### src/rtl/serial_mag_cmp_pkg.sv
// Shared types for the serial magnitude comparator: FSM state encoding and
// result codes that downstream control logic can reuse.
package cmp_pkg;

  typedef enum logic [1:0] {
    IDLE  = 2'd0,
    SHIFT = 2'd1,
    DONE  = 2'd2
  } cmp_state_t;

  localparam logic [1:0] CMP_EQ = 2'd0;
  localparam logic [1:0] CMP_GT = 2'd1;
  localparam logic [1:0] CMP_LT = 2'd2;

  // Packs the three one-hot result flags into a CMP_* code.
  function automatic logic [1:0] cmp_encode(input logic eq, input logic gt, input logic lt);
    logic [1:0] code;
    code = CMP_EQ;
    if (gt) code = CMP_GT;
    else if (lt) code = CMP_LT;
    else if (eq) code = CMP_EQ;
    return code;
  endfunction

endpackage

### src/rtl/serial_mag_cmp_bit_cell.sv
// One-bit equal/greater/lower cell, purely combinational.
module cmp_bit_cell (
  input  logic x,
  input  logic y,
  output logic eq,
  output logic gt,
  output logic lt
);

  assign eq = ~(x ^ y);
  assign gt = x & ~y;
  assign lt = ~x & y;

endmodule

### src/rtl/serial_mag_cmp.sv
// Serial MSB-first magnitude comparator: one bit pair per clock, exits at the
// first differing bit and holds a registered result until it is consumed.
module serial_mag_cmp
  import cmp_pkg::*;
#(
  parameter  int W     = 8,
  localparam int IDX_W = $clog2(W)
) (
  input  logic             clk,
  input  logic             rst,
  input  logic             in_valid,
  output logic             in_ready,
  input  logic [W-1:0]     a,
  input  logic [W-1:0]     b,
  output logic             out_valid,
  input  logic             out_ready,
  output logic             equal,
  output logic             greater,
  output logic             lower,
  output logic [IDX_W-1:0] diff_idx
);

  cmp_state_t       state_q, state_d;
  logic [W-1:0]     sa_q, sa_d;
  logic [W-1:0]     sb_q, sb_d;
  logic [IDX_W-1:0] idx_q, idx_d;
  logic             eq_q, eq_d;
  logic             gt_q, gt_d;
  logic             lt_q, lt_d;
  logic [IDX_W-1:0] diff_idx_q, diff_idx_d;

  logic cell_eq, cell_gt, cell_lt;

  cmp_bit_cell u_cell (
    .x  (sa_q[W-1]),
    .y  (sb_q[W-1]),
    .eq (cell_eq),
    .gt (cell_gt),
    .lt (cell_lt)
  );

  always_comb begin
    state_d    = state_q;
    sa_d       = sa_q;
    sb_d       = sb_q;
    idx_d      = idx_q;
    eq_d       = eq_q;
    gt_d       = gt_q;
    lt_d       = lt_q;
    diff_idx_d = diff_idx_q;

    case (state_q)
      IDLE: begin
        if (in_valid) begin
          sa_d    = a;
          sb_d    = b;
          idx_d   = IDX_W'(W - 1);
          state_d = SHIFT;
        end
      end
      SHIFT: begin
        if (cell_gt) begin
          gt_d       = 1'b1;
          diff_idx_d = idx_q;
          state_d    = DONE;
        end else if (cell_lt) begin
          lt_d       = 1'b1;
          diff_idx_d = idx_q;
          state_d    = DONE;
        end else if (cell_eq && idx_q == '0) begin
          eq_d       = 1'b1;
          diff_idx_d = '0;
          state_d    = DONE;
        end else begin
          sa_d  = {sa_q[W-2:0], 1'b0};
          sb_d  = {sb_q[W-2:0], 1'b0};
          idx_d = idx_q - IDX_W'(1);
        end
      end
      DONE: begin
        if (out_ready) begin
          eq_d       = 1'b0;
          gt_d       = 1'b0;
          lt_d       = 1'b0;
          diff_idx_d = '0;
          state_d    = IDLE;
        end
      end
      default: state_d = IDLE;
    endcase
  end

  always_ff @(posedge clk or posedge rst) begin
    if (rst) begin
      state_q    <= IDLE;
      sa_q       <= '0;
      sb_q       <= '0;
      idx_q      <= '0;
      eq_q       <= 1'b0;
      gt_q       <= 1'b0;
      lt_q       <= 1'b0;
      diff_idx_q <= '0;
    end else begin
      state_q    <= state_d;
      sa_q       <= sa_d;
      sb_q       <= sb_d;
      idx_q      <= idx_d;
      eq_q       <= eq_d;
      gt_q       <= gt_d;
      lt_q       <= lt_d;
      diff_idx_q <= diff_idx_d;
    end
  end

  assign in_ready  = (state_q == IDLE);
  assign out_valid = (state_q == DONE);
  assign equal     = eq_q;
  assign greater   = gt_q;
  assign lower     = lt_q;
  assign diff_idx  = diff_idx_q;

endmodule

### config.mk
export PLATFORM = sky130hd
export DESIGN_NAME = serial_mag_cmp
export DESIGN_NICKNAME = d
export VERILOG_FILES = /design/src/rtl/serial_mag_cmp_pkg.sv /design/src/rtl/serial_mag_cmp_bit_cell.sv /design/src/rtl/serial_mag_cmp.sv
export SDC_FILE = /design/constraint.sdc
export NUM_CORES = 1
export LEC_CHECK = 0
export ABC_AREA = 1
export ABC_CLOCK_PERIOD_IN_PS = 1600
export BUFFER_PORTS_ARGS = -buffer_cell sky130_fd_sc_hd__buf_2
export CORE_ASPECT_RATIO = 0.8
export CORE_MARGIN = 2
export CORE_UTILIZATION = 58
export CTS_BUF_LIST = sky130_fd_sc_hd__clkbuf_8
export CTS_CLUSTER_SIZE = 25
export DETAILED_ROUTE_END_ITERATION = 16
export HOLD_SLACK_MARGIN = 0.06
export PLACE_DENSITY = 0.82
export RECOVER_POWER = 50
export SYNTH_ARGS = -nofsm -noshare
export SYNTH_HDL_FRONTEND = slang
export SYNTH_SLANG_ARGS = --single-unit
### constraint.sdc
create_clock -name clk -period 1.6 [get_ports clk]
set_input_delay 0.16 -clock clk [delete_from_list [all_inputs] [get_ports clk]]
set_output_delay 0.16 -clock clk [all_outputs]
set_load 0.02 [all_outputs]
==> impl_metrics.tcl <==
set metrics [dict create \
    outcome "completed" \
    grt.busiest_layer "met2" \
    max-slew-margin-rel 0.548 \
    drt_pre_antenna_iters 4 \
    syn-instance-count 216 \
    seq_area_um2 676 \
    drt_iter0_markers 76 \
    avgRoutedWirePerCell_um 11.3 \
    number_of_antenna_violations_at_the_first_check_in_global_routing 0 \
    tritoncts_clock_tree "built" \
    grt_pass1_wl_um 5460 \
    synthesis.area_per_instance_um2 7.47 \
    top_level_ports 28 \
    hp-class "input port to flop" \
    cpPeakStageDelay_ns 0.38 \
    setup_violations 0 \
    rows 17 \
    globalRouteTotalUtil 0.215 \
    route.vias.total 1442 \
    cts.reportedPaths.clkPinSlew_ns 0.09 \
    port_buffers 27 \
    num_antenna_cells 0 \
    rr_worst_depth 8 \
    cts_sinks 27 \
    grt.met2_usage 0.374 \
    critical_path_required_ns 1.82 \
    maximum_number_of_pins_on_one_net_before_global_route_repair 28 \
    die-width_um 63.0 \
    totalPowerFinal_w 0.00404 \
    use_met1 0.282 \
    multiInputGateArea_um2 830 \
    synthDominantAreaCellType "sky130_fd_sc_hd__dfrtp_1" \
    stdcell_area_um2 1900 \
    number_of_max_slew_violations_in_the_final_report 0 \
    instances_no_fill 291 \
    holdCritStartpoint "a[0]" \
    synth.net_count 244 \
    synth_cell_types 17 \
    drive_gt1_frac 0.213 \
    r2r_slack_ns 0.1 \
    rr_endpoint "sb_q[0]$_DFFE_PP0P_" \
    slowest_stage "sky130_fd_sc_hd__dfrtp_1" \
    route.antenna.remaining_nets 0 \
    worst_slack_ns 0.0961 \
    synth_seq_area_share 0.419 \
    route.final.wire_length_um 3300 \
    crit_chain "inv_1, ha_4, buf_4, inv_2, nand2_2, buf_4, nand4_1, nand2_1" \
    final_core_utilization 0.704 \
    hold_depth 5 \
    leakagePower_nw 1.10 \
    final_nets 282 \
    synth-seq-cells 27 \
    synthesis.area_um2 1610 \
    place_congestion 0.865 \
    min_period_ns 1.50 \
    pre_cts_ws_ns 0.0256 \
    dieHeight_um 51.2 \
    synth.top_cell.area_share 0.419 \
    post-route-period-util 0.940 \
    clock_insertion_delay_worst_skew_ns 0.28 \
    first_global_vias 1280 \
    p_per_area_nw_per_um2 2120 \
    ir_worst_vdd_mv 1.09 \
    final_cell_mix "106 x sky130_fd_sc_hd__nand2_1, 27 x sky130_fd_sc_hd__dfrtp_1, 24 x sky130_fd_sc_hd__buf_2" \
    placeable_core_region_um2 2700 \
    cts_buffers 3 \
    drcViolationCount 0 \
    layout_commonest_cell "sky130_fd_sc_hd__nand2_1" \
    arrival_ns 1.72 \
    dp.cells 285 \
    htree_num_levels 1 \
    crit_path_frequent_cell "sky130_fd_sc_hd__buf_4" \
    timing_worst_setup_path_type "flop to flop" \
    synth.yosys.warnings 0 \
    detailed_place_hpwl_um 2200 \
    met3_usage 0.0419 \
    n_fill_cell 238 \
    worstHoldEndpoint "sa_q[0]$_DFFE_PP0P_" \
    rr_startpoint "state_q[1]$_DFFE_PP0P_" \
    worstSetupEndpointType "flop" \
    tightestPinTransition_ns 0.678 \
    initial_core_util 0.597 \
    clk_path_buf_depth 2 \
    finalClockSkew_ns 0.00281 \
    fmax_mhz 665 \
    path_max_fanout 18 \
    synth.top_cells.by_area "sky130_fd_sc_hd__dfrtp_1 42%, sky130_fd_sc_hd__nand2_1 25%, sky130_fd_sc_hd__nand4_1 7.0%, sky130_fd_sc_hd__ha_1 6.2%, sky130_fd_sc_hd__inv_1 4.0%" \
    globalRoute.totalOverflow 0 \
    finalHoldViolCount 0 \
    crit_path_start_kind "flop" \
    routed_via_density 4.96 \
    max-cap-violations 0 \
    die_area_um2 3220 \
    clock_tree.root_cell "sky130_fd_sc_hd__clkbuf_8" \
    flow.area_growth_from_synthesis_pct 17.9 \
    dpl_cell_area_um2 1820 \
]
-- how the worst max path moves through the flow --
| stage | start | end | slack (ns) | cells after the start |
|---|---|---|---|---|
| floorplan | state_q[0]$_DFFE_PP0P_ | idx_q[0]$_DFFE_PP0P_ | 0.05 | 8 |
| global placement | state_q[1]$_DFFE_PP0P_ | state_q[0]$_DFFE_PP0P_ | 0.10 | 8 |
| detailed placement | state_q[1]$_DFFE_PP0P_ | sb_q[0]$_DFFE_PP0P_ | 0.03 | 8 |
| CTS | state_q[1]$_DFFE_PP0P_ | idx_q[1]$_DFFE_PP0P_ | 0.01 | 8 |
| global route | state_q[1]$_DFFE_PP0P_ | idx_q[1]$_DFFE_PP0P_ | -0.02 | 8 |
| finish | state_q[1]$_DFFE_PP0P_ | sb_q[0]$_DFFE_PP0P_ | 0.1 | 8 |
-- area by class of cell --
type                       instances  share of cell area
multi-input combinational        163               0.436
tap                               38              0.0250
timing repair buffer              41               0.124
sequential                        27               0.355
clock inverter                     1             0.00197
clock buffer                       3              0.0217
inverter                          18              0.0355
-- cell families (layout without fill, tap and decap cells) --
group | after synthesis | in the layout | share of synthesized area
DFF | 27 | 27 | 0.419
adders and majority gates | 8 | 8 | 0.0621
and+or+nand+nor | 147 | 148 | 0.409
AOI/OAI and AO/OA | 7 | 7 | 0.0217
buffers and inverters | 27 | 63 | 0.0884
-- critical path: cells and delay by family, from the launching register on --
family	cells	cell delay (ns)
simple gates	3	0.34
buf+inv	4	0.53
fa+ha+maj	1	0.19
flops	1	0.38
-- metrics by stage --
step | setup TNS (ns) | hold WS (ns)
floorplan | 0 | 0.213
global placement | 0 | 0.232
detailed placement | 0 | 0.233
CTS | 0 | 0.214
global route | -0.0786 | 0.242
finish | 0 | 0.217
-- report_power, final --
part           internal (W)  switching [W]  total [W]
combinational      0.000902        0.00155    0.00245
sequential          0.00102       0.000190    0.00121
clock              0.000173       0.000210   0.000383
total               0.00209        0.00195    0.00404
-- synth_stat cells, drive strengths merged --
library cell,number
buf,9
dfrtp,27
ha,8
inv,18
nand2,110
nand3,8
nand4,19
nor2,10
o21ai,7
-- registers in the layout, indices dropped and copies added (netlist names) --
| signal | cells |
|---|---|
| greater | 1 |
| sa_q | 8 |
| equal | 1 |
| diff_idx | 3 |
| state_q | 2 |
| idx_q | 3 |
| sb_q | 8 |
| lower | 1 |
-- routing by layer --
| metal | vias to the layer above | part of all wire | wire length [um] |
|---|---|---|---|
| met5 | - | 0 | 0 |
| met3 | 5 | 0.065 | 213 |
| met4 | 0 | 0.013 | 42 |
| li1 | 761 | - | - |
| met2 | 42 | 0.47 | 1570 |
| met1 | 634 | 0.45 | 1480 |
-- what timing repair did --
item / CTS / global route
setup buffers: 0 / 0
hold buffers: 1 / 0
gates resized for setup: 0 / 7
setup endpoints to repair: 0 / 24
hold endpoints to repair: 27 / 0
(Power assumes the default switching activity.)
